[src/rtl/hamming_pkg.sv]
// hamming_pkg
//   Shared constants and types for the (7,4) Hamming decode arbiter:
//   codeword/data widths, parity-type encodings and the result-stage FSM
//   state encoding.
package hamming_pkg;

  localparam int CODE_W = 7;
  localparam int DATA_W = 4;

  localparam logic PARITY_EVEN = 1'b0;
  localparam logic PARITY_ODD  = 1'b1;

  typedef enum logic {
    ST_EMPTY = 1'b0,
    ST_FULL  = 1'b1
  } arb_state_e;

endpackage

[src/rtl/hamming_decode_arbiter_if.sv]
// hamming_decode_arbiter_if
//   Handshake bundle between the two requesters, the arbiter and the
//   downstream consumer.
//   req0_* / req1_* : valid/ready request channels (codeword [7:1], parity type)
//   out_*           : valid/ready result channel (corrected word, error, channel)
//   modport slave   : arbiter side
//   modport master  : requester/consumer side
interface hamming_decode_arbiter_if;
  import hamming_pkg::*;

  logic              req0_valid;
  logic              req0_ready;
  logic [CODE_W:1]   req0_code;
  logic              req0_parity_type;
  logic              req1_valid;
  logic              req1_ready;
  logic [CODE_W:1]   req1_code;
  logic              req1_parity_type;
  logic              out_valid;
  logic              out_ready;
  logic [CODE_W:1]   out_data;
  logic              out_error;
  logic              out_chan;

  modport slave (
    input  req0_valid, req0_code, req0_parity_type,
    input  req1_valid, req1_code, req1_parity_type,
    output req0_ready, req1_ready,
    output out_valid, out_data, out_error, out_chan,
    input  out_ready
  );

  modport master (
    output req0_valid, req0_code, req0_parity_type,
    output req1_valid, req1_code, req1_parity_type,
    input  req0_ready, req1_ready,
    input  out_valid, out_data, out_error, out_chan,
    output out_ready
  );

endinterface

[src/rtl/hamming_error_correction.sv]
// hamming_error_correction
//   Combinational (7,4) Hamming single-error corrector.
//   code_in     : received codeword [7:1], parity bits at positions 1,2,4
//   parity_type : 0 = even, 1 = odd (odd inverts every syndrome bit)
//   code_out    : codeword with bit c[syndrome] flipped when syndrome != 0
//   error       : 1 when the syndrome is nonzero
module hamming_error_correction
  import hamming_pkg::*;
(
  input  logic [CODE_W:1] code_in,
  input  logic            parity_type,
  output logic [CODE_W:1] code_out,
  output logic            error
);

  logic [2:0] syn;

  always_comb begin
    syn[0] = ^{code_in[1], code_in[3], code_in[5], code_in[7]} ^ parity_type;
    syn[1] = ^{code_in[2], code_in[3], code_in[6], code_in[7]} ^ parity_type;
    syn[2] = ^{code_in[4], code_in[5], code_in[6], code_in[7]} ^ parity_type;
    error  = |syn;
    code_out = code_in;
    for (int i = 1; i <= CODE_W; i++) begin
      code_out[i] = code_in[i] ^ (syn == 3'(i));
    end
  end

endmodule

[src/rtl/hamming_decode_arbiter.sv]
// hamming_decode_arbiter
//   Two-channel arbiter in front of one shared Hamming (7,4) corrector, with
//   a one-entry valid/ready result register and per-channel error counters.
//   clk, rst (sync, active-high) : clock and reset
//   bus (slave)                  : request channels and result channel
//   cnt_clear                    : clears both error counters
//   err_cnt0/err_cnt1            : saturating corrected-error counts
//   Macro HAMMING_ARB_STATS_EN builds the counters; otherwise they read 0.
//
//   state    | meaning
//   ST_EMPTY | result register empty, any valid request may be granted
//   ST_FULL  | result register holds a result, grant only if out_ready
module hamming_decode_arbiter
  import hamming_pkg::*;
#(
  parameter int CNT_W     = 16,
  parameter int PRIO_MODE = 0
) (
  input  logic                  clk,
  input  logic                  rst,
  hamming_decode_arbiter_if.slave bus,
  input  logic                  cnt_clear,
  output logic [CNT_W-1:0]      err_cnt0,
  output logic [CNT_W-1:0]      err_cnt1
);

  arb_state_e      state_q, state_d;
  logic [CODE_W:1] out_data_q, out_data_d;
  logic            out_error_q, out_error_d;
  logic            out_chan_q, out_chan_d;
  logic            last_grant_q, last_grant_d;

  logic            grant_ok, win1, gnt0, gnt1, grant;
  logic [CODE_W:1] sel_code, corr_code;
  logic            sel_parity, corr_err;

  // A full register can take a new result in the same cycle it drains.
  always_comb begin
    grant_ok = (state_q == ST_EMPTY) || bus.out_ready;
    if (PRIO_MODE != 0) begin
      win1 = bus.req1_valid & ~bus.req0_valid;
    end else begin
      win1 = bus.req1_valid & (~bus.req0_valid | ~last_grant_q);
    end
    gnt1       = grant_ok & win1;
    gnt0       = grant_ok & bus.req0_valid & ~win1;
    grant      = gnt0 | gnt1;
    sel_code   = win1 ? bus.req1_code : bus.req0_code;
    sel_parity = win1 ? bus.req1_parity_type : bus.req0_parity_type;
  end

  hamming_error_correction u_corr (
    .code_in     (sel_code),
    .parity_type (sel_parity),
    .code_out    (corr_code),
    .error       (corr_err)
  );

  always_comb begin
    state_d      = state_q;
    out_data_d   = out_data_q;
    out_error_d  = out_error_q;
    out_chan_d   = out_chan_q;
    last_grant_d = last_grant_q;
    if (grant) begin
      state_d      = ST_FULL;
      out_data_d   = corr_code;
      out_error_d  = corr_err;
      out_chan_d   = gnt1;
      last_grant_d = gnt1;
    end else if (bus.out_ready) begin
      state_d = ST_EMPTY;
    end
  end

  always_ff @(posedge clk) begin
    if (rst) begin
      state_q      <= ST_EMPTY;
      out_data_q   <= '0;
      out_error_q  <= 1'b0;
      out_chan_q   <= 1'b0;
      last_grant_q <= 1'b1;
    end else begin
      state_q      <= state_d;
      out_data_q   <= out_data_d;
      out_error_q  <= out_error_d;
      out_chan_q   <= out_chan_d;
      last_grant_q <= last_grant_d;
    end
  end

  assign bus.req0_ready = gnt0;
  assign bus.req1_ready = gnt1;
  assign bus.out_valid  = (state_q == ST_FULL);
  assign bus.out_data   = out_data_q;
  assign bus.out_error  = out_error_q;
  assign bus.out_chan   = out_chan_q;

`ifdef HAMMING_ARB_STATS_EN
  logic [CNT_W-1:0] cnt0_q, cnt0_d, cnt1_q, cnt1_d;

  // Clear wins over a same-cycle increment.
  always_comb begin
    cnt0_d = cnt0_q;
    cnt1_d = cnt1_q;
    if (cnt_clear) begin
      cnt0_d = '0;
      cnt1_d = '0;
    end else begin
      if (gnt0 && corr_err && (cnt0_q != '1)) cnt0_d = cnt0_q + CNT_W'(1);
      if (gnt1 && corr_err && (cnt1_q != '1)) cnt1_d = cnt1_q + CNT_W'(1);
    end
  end

  always_ff @(posedge clk) begin
    if (rst) begin
      cnt0_q <= '0;
      cnt1_q <= '0;
    end else begin
      cnt0_q <= cnt0_d;
      cnt1_q <= cnt1_d;
    end
  end

  assign err_cnt0 = cnt0_q;
  assign err_cnt1 = cnt1_q;
`else
  logic unused_cnt_clear;
  assign unused_cnt_clear = cnt_clear;
  assign err_cnt0 = '0;
  assign err_cnt1 = '0;
`endif

endmodule

[src/flat_wrapper.sv]
// flat-port wrapper written by rule: the top's interface ports become plain ports
module hamming_decode_arbiter_flat import hamming_pkg::*;
#(
  parameter int CNT_W     = 16,
  parameter int PRIO_MODE = 0
)
  (clk, rst, cnt_clear, err_cnt0, err_cnt1, bus_req0_valid, bus_req0_code, bus_req0_parity_type, bus_req1_valid, bus_req1_code, bus_req1_parity_type, bus_req0_ready, bus_req1_ready, bus_out_valid, bus_out_data, bus_out_error, bus_out_chan, bus_out_ready);
  hamming_decode_arbiter_if bus_i ();
  input  logic clk;
  input  logic rst;
  input  logic cnt_clear;
  output logic [CNT_W-1:0] err_cnt0;
  output logic [CNT_W-1:0] err_cnt1;
  input wire logic [$bits(bus_i.req0_valid)-1:0] bus_req0_valid;
  input wire logic [$bits(bus_i.req0_code)-1:0] bus_req0_code;
  input wire logic [$bits(bus_i.req0_parity_type)-1:0] bus_req0_parity_type;
  input wire logic [$bits(bus_i.req1_valid)-1:0] bus_req1_valid;
  input wire logic [$bits(bus_i.req1_code)-1:0] bus_req1_code;
  input wire logic [$bits(bus_i.req1_parity_type)-1:0] bus_req1_parity_type;
  output wire logic [$bits(bus_i.req0_ready)-1:0] bus_req0_ready;
  output wire logic [$bits(bus_i.req1_ready)-1:0] bus_req1_ready;
  output wire logic [$bits(bus_i.out_valid)-1:0] bus_out_valid;
  output wire logic [$bits(bus_i.out_data)-1:0] bus_out_data;
  output wire logic [$bits(bus_i.out_error)-1:0] bus_out_error;
  output wire logic [$bits(bus_i.out_chan)-1:0] bus_out_chan;
  input wire logic [$bits(bus_i.out_ready)-1:0] bus_out_ready;
  assign bus_i.req0_valid = bus_req0_valid;
  assign bus_i.req0_code = bus_req0_code;
  assign bus_i.req0_parity_type = bus_req0_parity_type;
  assign bus_i.req1_valid = bus_req1_valid;
  assign bus_i.req1_code = bus_req1_code;
  assign bus_i.req1_parity_type = bus_req1_parity_type;
  assign bus_req0_ready = bus_i.req0_ready;
  assign bus_req1_ready = bus_i.req1_ready;
  assign bus_out_valid = bus_i.out_valid;
  assign bus_out_data = bus_i.out_data;
  assign bus_out_error = bus_i.out_error;
  assign bus_out_chan = bus_i.out_chan;
  assign bus_i.out_ready = bus_out_ready;
  hamming_decode_arbiter #(.CNT_W(CNT_W), .PRIO_MODE(PRIO_MODE)) u_core (.clk(clk), .rst(rst), .bus(bus_i), .cnt_clear(cnt_clear), .err_cnt0(err_cnt0), .err_cnt1(err_cnt1));
endmodule
[config.mk]
export PLATFORM = sky130hd
export DESIGN_NAME = hamming_decode_arbiter_flat
export DESIGN_NICKNAME = d
export VERILOG_FILES = /design/src/rtl/hamming_pkg.sv /design/src/rtl/hamming_decode_arbiter_if.sv /design/src/rtl/hamming_error_correction.sv /design/src/rtl/hamming_decode_arbiter.sv /design/src/flat_wrapper.sv
export SDC_FILE = /design/constraint.sdc
export NUM_CORES = 1
export LEC_CHECK = 0
export ABC_AREA = 1
export BUFFER_PORTS_ARGS = -buffer_cell sky130_fd_sc_hd__buf_2
export CORE_MARGIN = 2
export CORE_UTILIZATION = 38
export CTS_BUF_LIST = sky130_fd_sc_hd__clkbuf_2 sky130_fd_sc_hd__clkbuf_4 sky130_fd_sc_hd__clkbuf_8
export CTS_CLUSTER_SIZE = 12
export DETAILED_ROUTE_END_ITERATION = 7
export PLACE_DENSITY = 0.72
export SYNTH_ARGS = -nofsm -noshare
export SYNTH_HDL_FRONTEND = slang
export SYNTH_HIERARCHICAL = 1
export SYNTH_SLANG_ARGS = --single-unit
export TNS_END_PERCENT = 50
[constraint.sdc]
create_clock -name clk -period 2 [get_ports clk]
set_input_delay 0.1 -clock clk [delete_from_list [all_inputs] [get_ports clk]]
set_output_delay 0.1 -clock clk [all_outputs]
set_load 0.05 [all_outputs]
# ---- After elaboration in Yosys (flattened, before gate mapping)
# Index checks and enable logic that the tools add are counted.
dict set report op_classes {
  eq_ne 7
  bitwise 20
  mux 4
  reduce_logical 6
}
# cell count
set ops {}
lappend ops {{$eq 3x3->1 const B} 4}
lappend ops {{$reduce_xor 4->1} 3}
lappend ops {{$xor 1x1->1} 10}
lappend ops {{$mux 7} 1}
lappend ops {{$eq 3x2->1 const B} 2}
lappend ops {{$and 1x1->1} 4}
lappend ops {{$not 1->1} 4}
lappend ops {{$eq 3x1->1 const B} 1}
lappend ops {{$mux 1} 3}
lappend ops {{$reduce_or 3->1} 1}
lappend ops {{$or 1x1->1} 2}
lappend ops {{$reduce_bool 2->1} 1}
lappend ops {{$logic_or 1x1->1} 1}
dict set report totals {
  output_inout_bits 44
  register_bits 11
}

# ---- Depth between registers and ports, before layout
dict set report logic_depth {
  ltp_word 8
  ltp_mapped 18
}

# ---- By module
# The synthesis kept the hierarchy.
# module cells_each n_inst seq_area_each_um2 area_per_inst_um2
set by_module_without_submodules {}
lappend by_module_without_submodules {hamming_decode_arbiter 128 1 220.2 848.3}
lappend by_module_without_submodules {hamming_error_correction 80 1 0.0 384.1}

# ---- Least setup slack after synthesis
# No wires, ideal clock.
dict set report synth_timing {
  kind {flip-flop to flip-flop}
  startpoint {reg u_core.last_grant_q}
  endpoint {reg u_core.out_data_q (netlist bit u_core/bus.out_data[6])}
  arrival_ps 1620
  path_stages_with_launch 19
  path_slack_ps 265
  setup_time_ps 115
  period_less_slack_ps 1735
  cell_sequence {dfxtp_1 nand2_2 nand2_2 inv_2 nand2_1 nand2_1 inv_2 nand2_2 nand2_1 nand2_1 nand2_1 nand2_2 nand2_4 nor2_4 nand2_1 nand2_1 nand2_1 a21oi_1 nor2_1}
}
dict set report synth_via {
  word_cells_on_any_way 17
  cone_classes {1 x eq/ne; 2 x mux; 11 x bitwise; 3 x reduce/logical}
}
# element line
set synth_rtl {}
lappend synth_rtl {{start, declared} hamming_decode_arbiter.sv:31} ;# logic last_grant_q, last_grant_d;
lappend synth_rtl {{start signal, assigned} hamming_decode_arbiter.sv:88} ;# last_grant_q <= last_grant_d;
lappend synth_rtl {{$not 1->1 (*)} hamming_decode_arbiter.sv:43} ;# win1 = bus.req1_valid & (~bus.req0_valid | ~last_grant_q);
lappend synth_rtl {{$or 1x1->1 (*)} hamming_decode_arbiter.sv:43}
lappend synth_rtl {{$and 1x1->1 (*)} hamming_decode_arbiter.sv:43}
lappend synth_rtl {{$mux 1 (*)} hamming_decode_arbiter.sv:49} ;# sel_parity = win1 ? bus.req1_parity_type : bus.req0_parity_type;
lappend synth_rtl {{net u_core.sel_parity} hamming_decode_arbiter.sv:35} ;# logic sel_parity, corr_err;
lappend synth_rtl {{$xor 1x1->1, on equally long branches} {hamming_error_correction.sv:19, hamming_error_correction.sv:20, hamming_error_correction.sv:21}}
lappend synth_rtl {{$eq 3x3->1 (*)} hamming_error_correction.sv:25} ;# code_out[i] = code_in[i] ^ (syn == 3'(i));
lappend synth_rtl {{$xor 1x1->1 (*)} hamming_error_correction.sv:25}
lappend synth_rtl {{net u_core.corr_code (one bit)} hamming_decode_arbiter.sv:34} ;# logic [CODE_W:1] sel_code, corr_code;
lappend synth_rtl {{end signal, assigned} hamming_decode_arbiter.sv:85} ;# out_data_q <= out_data_d;
lappend synth_rtl {{end, declared} hamming_decode_arbiter.sv:28} ;# logic [CODE_W:1] out_data_q, out_data_d;
# The timed path passes the listed nets; every way through them passes the cells marked *.
# A chain may end at the register's enable or synchronous reset.

# ---- Final worst setup path
dict set report layout_timing {
  startpoint {reg u_core.last_grant_q}
  endpoint {reg u_core.out_data_q (netlist bit u_core/bus.out_data[4])}
}
dict set report layout_via {
  elab_chain_cells 8
  word_cells_on_any_way 17
  cone_classes {1 x eq/ne; 2 x mux; 11 x bitwise; 3 x reduce/logical}
}
# element line
set layout_rtl {}
lappend layout_rtl {{$not 1->1 (*)} hamming_decode_arbiter.sv:43}
lappend layout_rtl {{$or 1x1->1 (*)} hamming_decode_arbiter.sv:43}
lappend layout_rtl {{$and 1x1->1 (*)} hamming_decode_arbiter.sv:43}
lappend layout_rtl {{$mux 7 (*)} hamming_decode_arbiter.sv:48} ;# sel_code = win1 ? bus.req1_code : bus.req0_code;
lappend layout_rtl {{net u_core.sel_code (one bit)} hamming_decode_arbiter.sv:34}
lappend layout_rtl {{$reduce_xor 4->1, on equally long branches} {hamming_error_correction.sv:19, hamming_error_correction.sv:20, hamming_error_correction.sv:21}}
lappend layout_rtl {{$xor 1x1->1, on equally long branches} {hamming_error_correction.sv:19, hamming_error_correction.sv:20, hamming_error_correction.sv:21}}
lappend layout_rtl {{$eq 3x3->1 (*)} hamming_error_correction.sv:25}
lappend layout_rtl {{$xor 1x1->1 (*)} hamming_error_correction.sv:25}
lappend layout_rtl {{net u_core.corr_code (one bit)} hamming_decode_arbiter.sv:34}
# Marked as above.

==> out/results.tsv <==
metric	value	unit
status	complete, no violations	
drtIter0Drc	57	
route.detailed.vias_per_inst	4.44	
total_global_route_track_usage	0.136	
grt_antenna_before_repair	0	
clock-root-buffer	sky130_fd_sc_hd__clkbuf_4	
layout-drive-gt1-share	0.337	
met2WireLength	1370	um
path_common_cell	sky130_fd_sc_hd__nand2_1	
power.leakage	0.000879	uW
pre_cts_ws	-0.0133	ns
cts-root-to-sink-buffers	2	
cp_max_fo	5	
fin_worst_skew	0.00170	ns
crit_path_top_delay_cell	sky130_fd_sc_hd__dfxtp_2	
layout_min_cycle_time	1.87	ns
route.antenna.remaining_nets	0	
synthesis.area_per_instance	5.93	um2
cp_max_stage_delay	0.35	ns
timing_worst_setup_path_type	reg2reg	
yosys_warnings	6	
slew_headroom	0.520	
final.period_utilization	0.934	
grt_setup_unrepaired	yes	
dr_total_vias	1313	
diodes	0	
core_area	3080	um2
startpoint_class	flop	
report.final.hold_viol_count	0	
clkLatencyLatePin	0.26	ns
sequential_cell_area	221	um2
die_h	61.0	um
die_area	3710	um2
fillers	357	
max_slew.worst_pin.slew	0.718	ns
io-pin-count	66	
grt_max_degree	21	
crit_buf_inv	1	
nets	275	
netlist_area	1230	um2
worst_hold_path_type	in2reg	
initial_core_util	0.400	
place_congestion	0.755	
avgRoutedWirePerCell	9.69	um
worst_r2r_path_depth	13	
tritoncts_buffer_count	3	
setup_ws	0.132	ns
holdPathStages	6	
grt_pass1_vias	951	
drc	0	
top_layer	met4	
chipWidth	61.0	um
critical-path-top-delay-family	simple AND/OR/NAND/NOR gates	
tritoncts	done	
cts_htree_levels	1	
design_power_total	1120	uW
cp_data_arrival_time	2.03	ns
wire_length_of_the_first_global_routing_pass	3860	um
drt_first_pass_iters	5	
core.rowCount	20	
grt_overflow	0	
synth_seq_cells	11	
buffer_ports.inserted	32	
routed_wl	2870	um
critPathRequiredTime	2.16	ns
cp_cell_instances	nand2_4 -> nand2_8 -> inv_6 -> nand2_1 -> nand2_2 -> xnor2_1 -> nand3_2 -> nand2_4 -> nand3_1 -> nand2_1 -> nand2_1 -> a21oi_2 -> nor2_1	
endpoint_kind	flop	
yosys.cell_types.count	18	
power.density_cell_area	742	nW/um2
worst-path-stages	13	
cts_num_sinks	11	
timing.final.setup_violations	0	
peakVddDrop	0.000237	V
route.layer.met1.wl	1350	um
clk_transition_reported_paths	0.07	ns
final-max-slew-violation-count	0	
drv_cap	0	
layout-area-overhead-vs-synth	22.4	%
area_of_the_multi_input_gates	880	um2
fmax	535	MHz
synth-seq-area-share	0.179	
met3_layer_wire_length_in_the_routed_design	141	um
place_hpwl	1960	um
netlist_instances	208	
-- cells in the mapped netlist (all sizes together) --
cell / number / share of area
a21oi: 9 / 0.037
buf: 35 / 0.22
clkinv: 1 / 0.0030
conb: 1 / 0.0030
dfxtp: 11 / 0.18
inv: 23 / 0.070
nand2: 82 / 0.28
nand3: 30 / 0.14
nand4: 5 / 0.025
nor2: 10 / 0.037
xnor2: 1 / 0.0071
-- tightest hold or removal path: cells and delay by family --
| kind | cells | cell delay [ns] |
|---|---|---|
| buf+inv | 3 | 0.16 |
| simple gates | 3 | 0.20 |
-- registers in the layout, indices dropped and copies added (netlist names) --
register              flops
u_core/bus.out_data       7
u_core/bus.out_error      1
u_core/last_grant_q       1
u_core/bus.out_chan       1
u_core/bus.out_valid      1
-- stage by stage --
| stage | hold slack [ns] | std cells | utilization | setup TNS, ns | cell area [um2] |
|---|---|---|---|---|---|
| floorplan | 0.169 | 239 | - | 0 | 1350 |
| global placement | 0.277 | 285 | 0.433 | 0 | 1330 |
| detailed placement | 0.281 | 285 | 0.433 | -0.0133 | 1330 |
| CTS | 0.222 | 290 | 0.446 | 0 | 1370 |
| global route | 0.283 | 296 | 0.490 | -0.136 | 1510 |
| finish | 0.240 | 296 | 0.490 | 0 | 1510 |
-- placed cells by master (no fill, tap or decap), types with 4 or more instances in the layout --
master / n
sky130_fd_sc_hd__a21oi_1: 4
sky130_fd_sc_hd__dfxtp_1: 10
sky130_fd_sc_hd__nand3_2: 4
sky130_fd_sc_hd__inv_2: 4
sky130_fd_sc_hd__a21oi_2: 5
sky130_fd_sc_hd__nand2_4: 7
sky130_fd_sc_hd__buf_4: 7
sky130_fd_sc_hd__nor2_1: 9
sky130_fd_sc_hd__nand2_2: 16
sky130_fd_sc_hd__nand2_1: 61
sky130_fd_sc_hd__clkbuf_4: 4
sky130_fd_sc_hd__inv_1: 18
sky130_fd_sc_hd__buf_2: 32
sky130_fd_sc_hd__conb_1: 32
sky130_fd_sc_hd__nand4_1: 5
sky130_fd_sc_hd__nand3_1: 25
-- timing repair --
item                       4_1_cts  5_1_grt
hold buffers                     1        0
pin swaps                        0       14
hold endpoints to repair         1        0
setup endpoints to repair        2        8
gates resized for setup          1       28
cloned                           0        4
setup buffers                    0        2
-- layout make-up --
cell class,count,area share
Sequential cell,11,0.147
Clock buffer,4,0.0199
Timing Repair Buffer,40,0.148
Multi-Input combinational cell,172,0.583
Inverter,24,0.0630
Timing Repair inverter,1,0.00332
Tap cell,44,0.0365
-- routing by layer --
| layer | track usage | vias to the layer above |
|---|---|---|
| li1 | - | 679 |
| met1 | 0.174 | 594 |
| met2 | 0.229 | 38 |
| met3 | 0.0192 | 2 |
| met4 | 0.0559 | 0 |
| met5 | 0 | - |
-- logic make-up after synthesis --
family | Yosys count | synth area share
simple gates | 127 | 0.482
buf+inv | 59 | 0.292
flops | 11 | 0.179
compound gates | 9 | 0.0365
xor+xnor | 1 | 0.00711
other cells | 1 | 0.00304
-- path summary, 6_finish.rpt --
kind | end | start | slack [ns]
max | u_core/bus.out_data[4] | u_core/last_grant_q | 0.13
min | u_core/bus.out_valid | bus_out_ready | 0.24
max reg2reg | u_core/bus.out_data[4] | u_core/last_grant_q | 0.13
min reg2reg | u_core/bus.out_chan | u_core/bus.out_chan | 0.46
-- power breakdown --
group	switching (uW)	leakage (uW)	internal, uW
Sequential	12.9	0.0000913	245
Clock	70.7	0.0000184	90.6
Combinational	522	0.000769	178
Note: power is estimated with default switching activity, not from simulation.
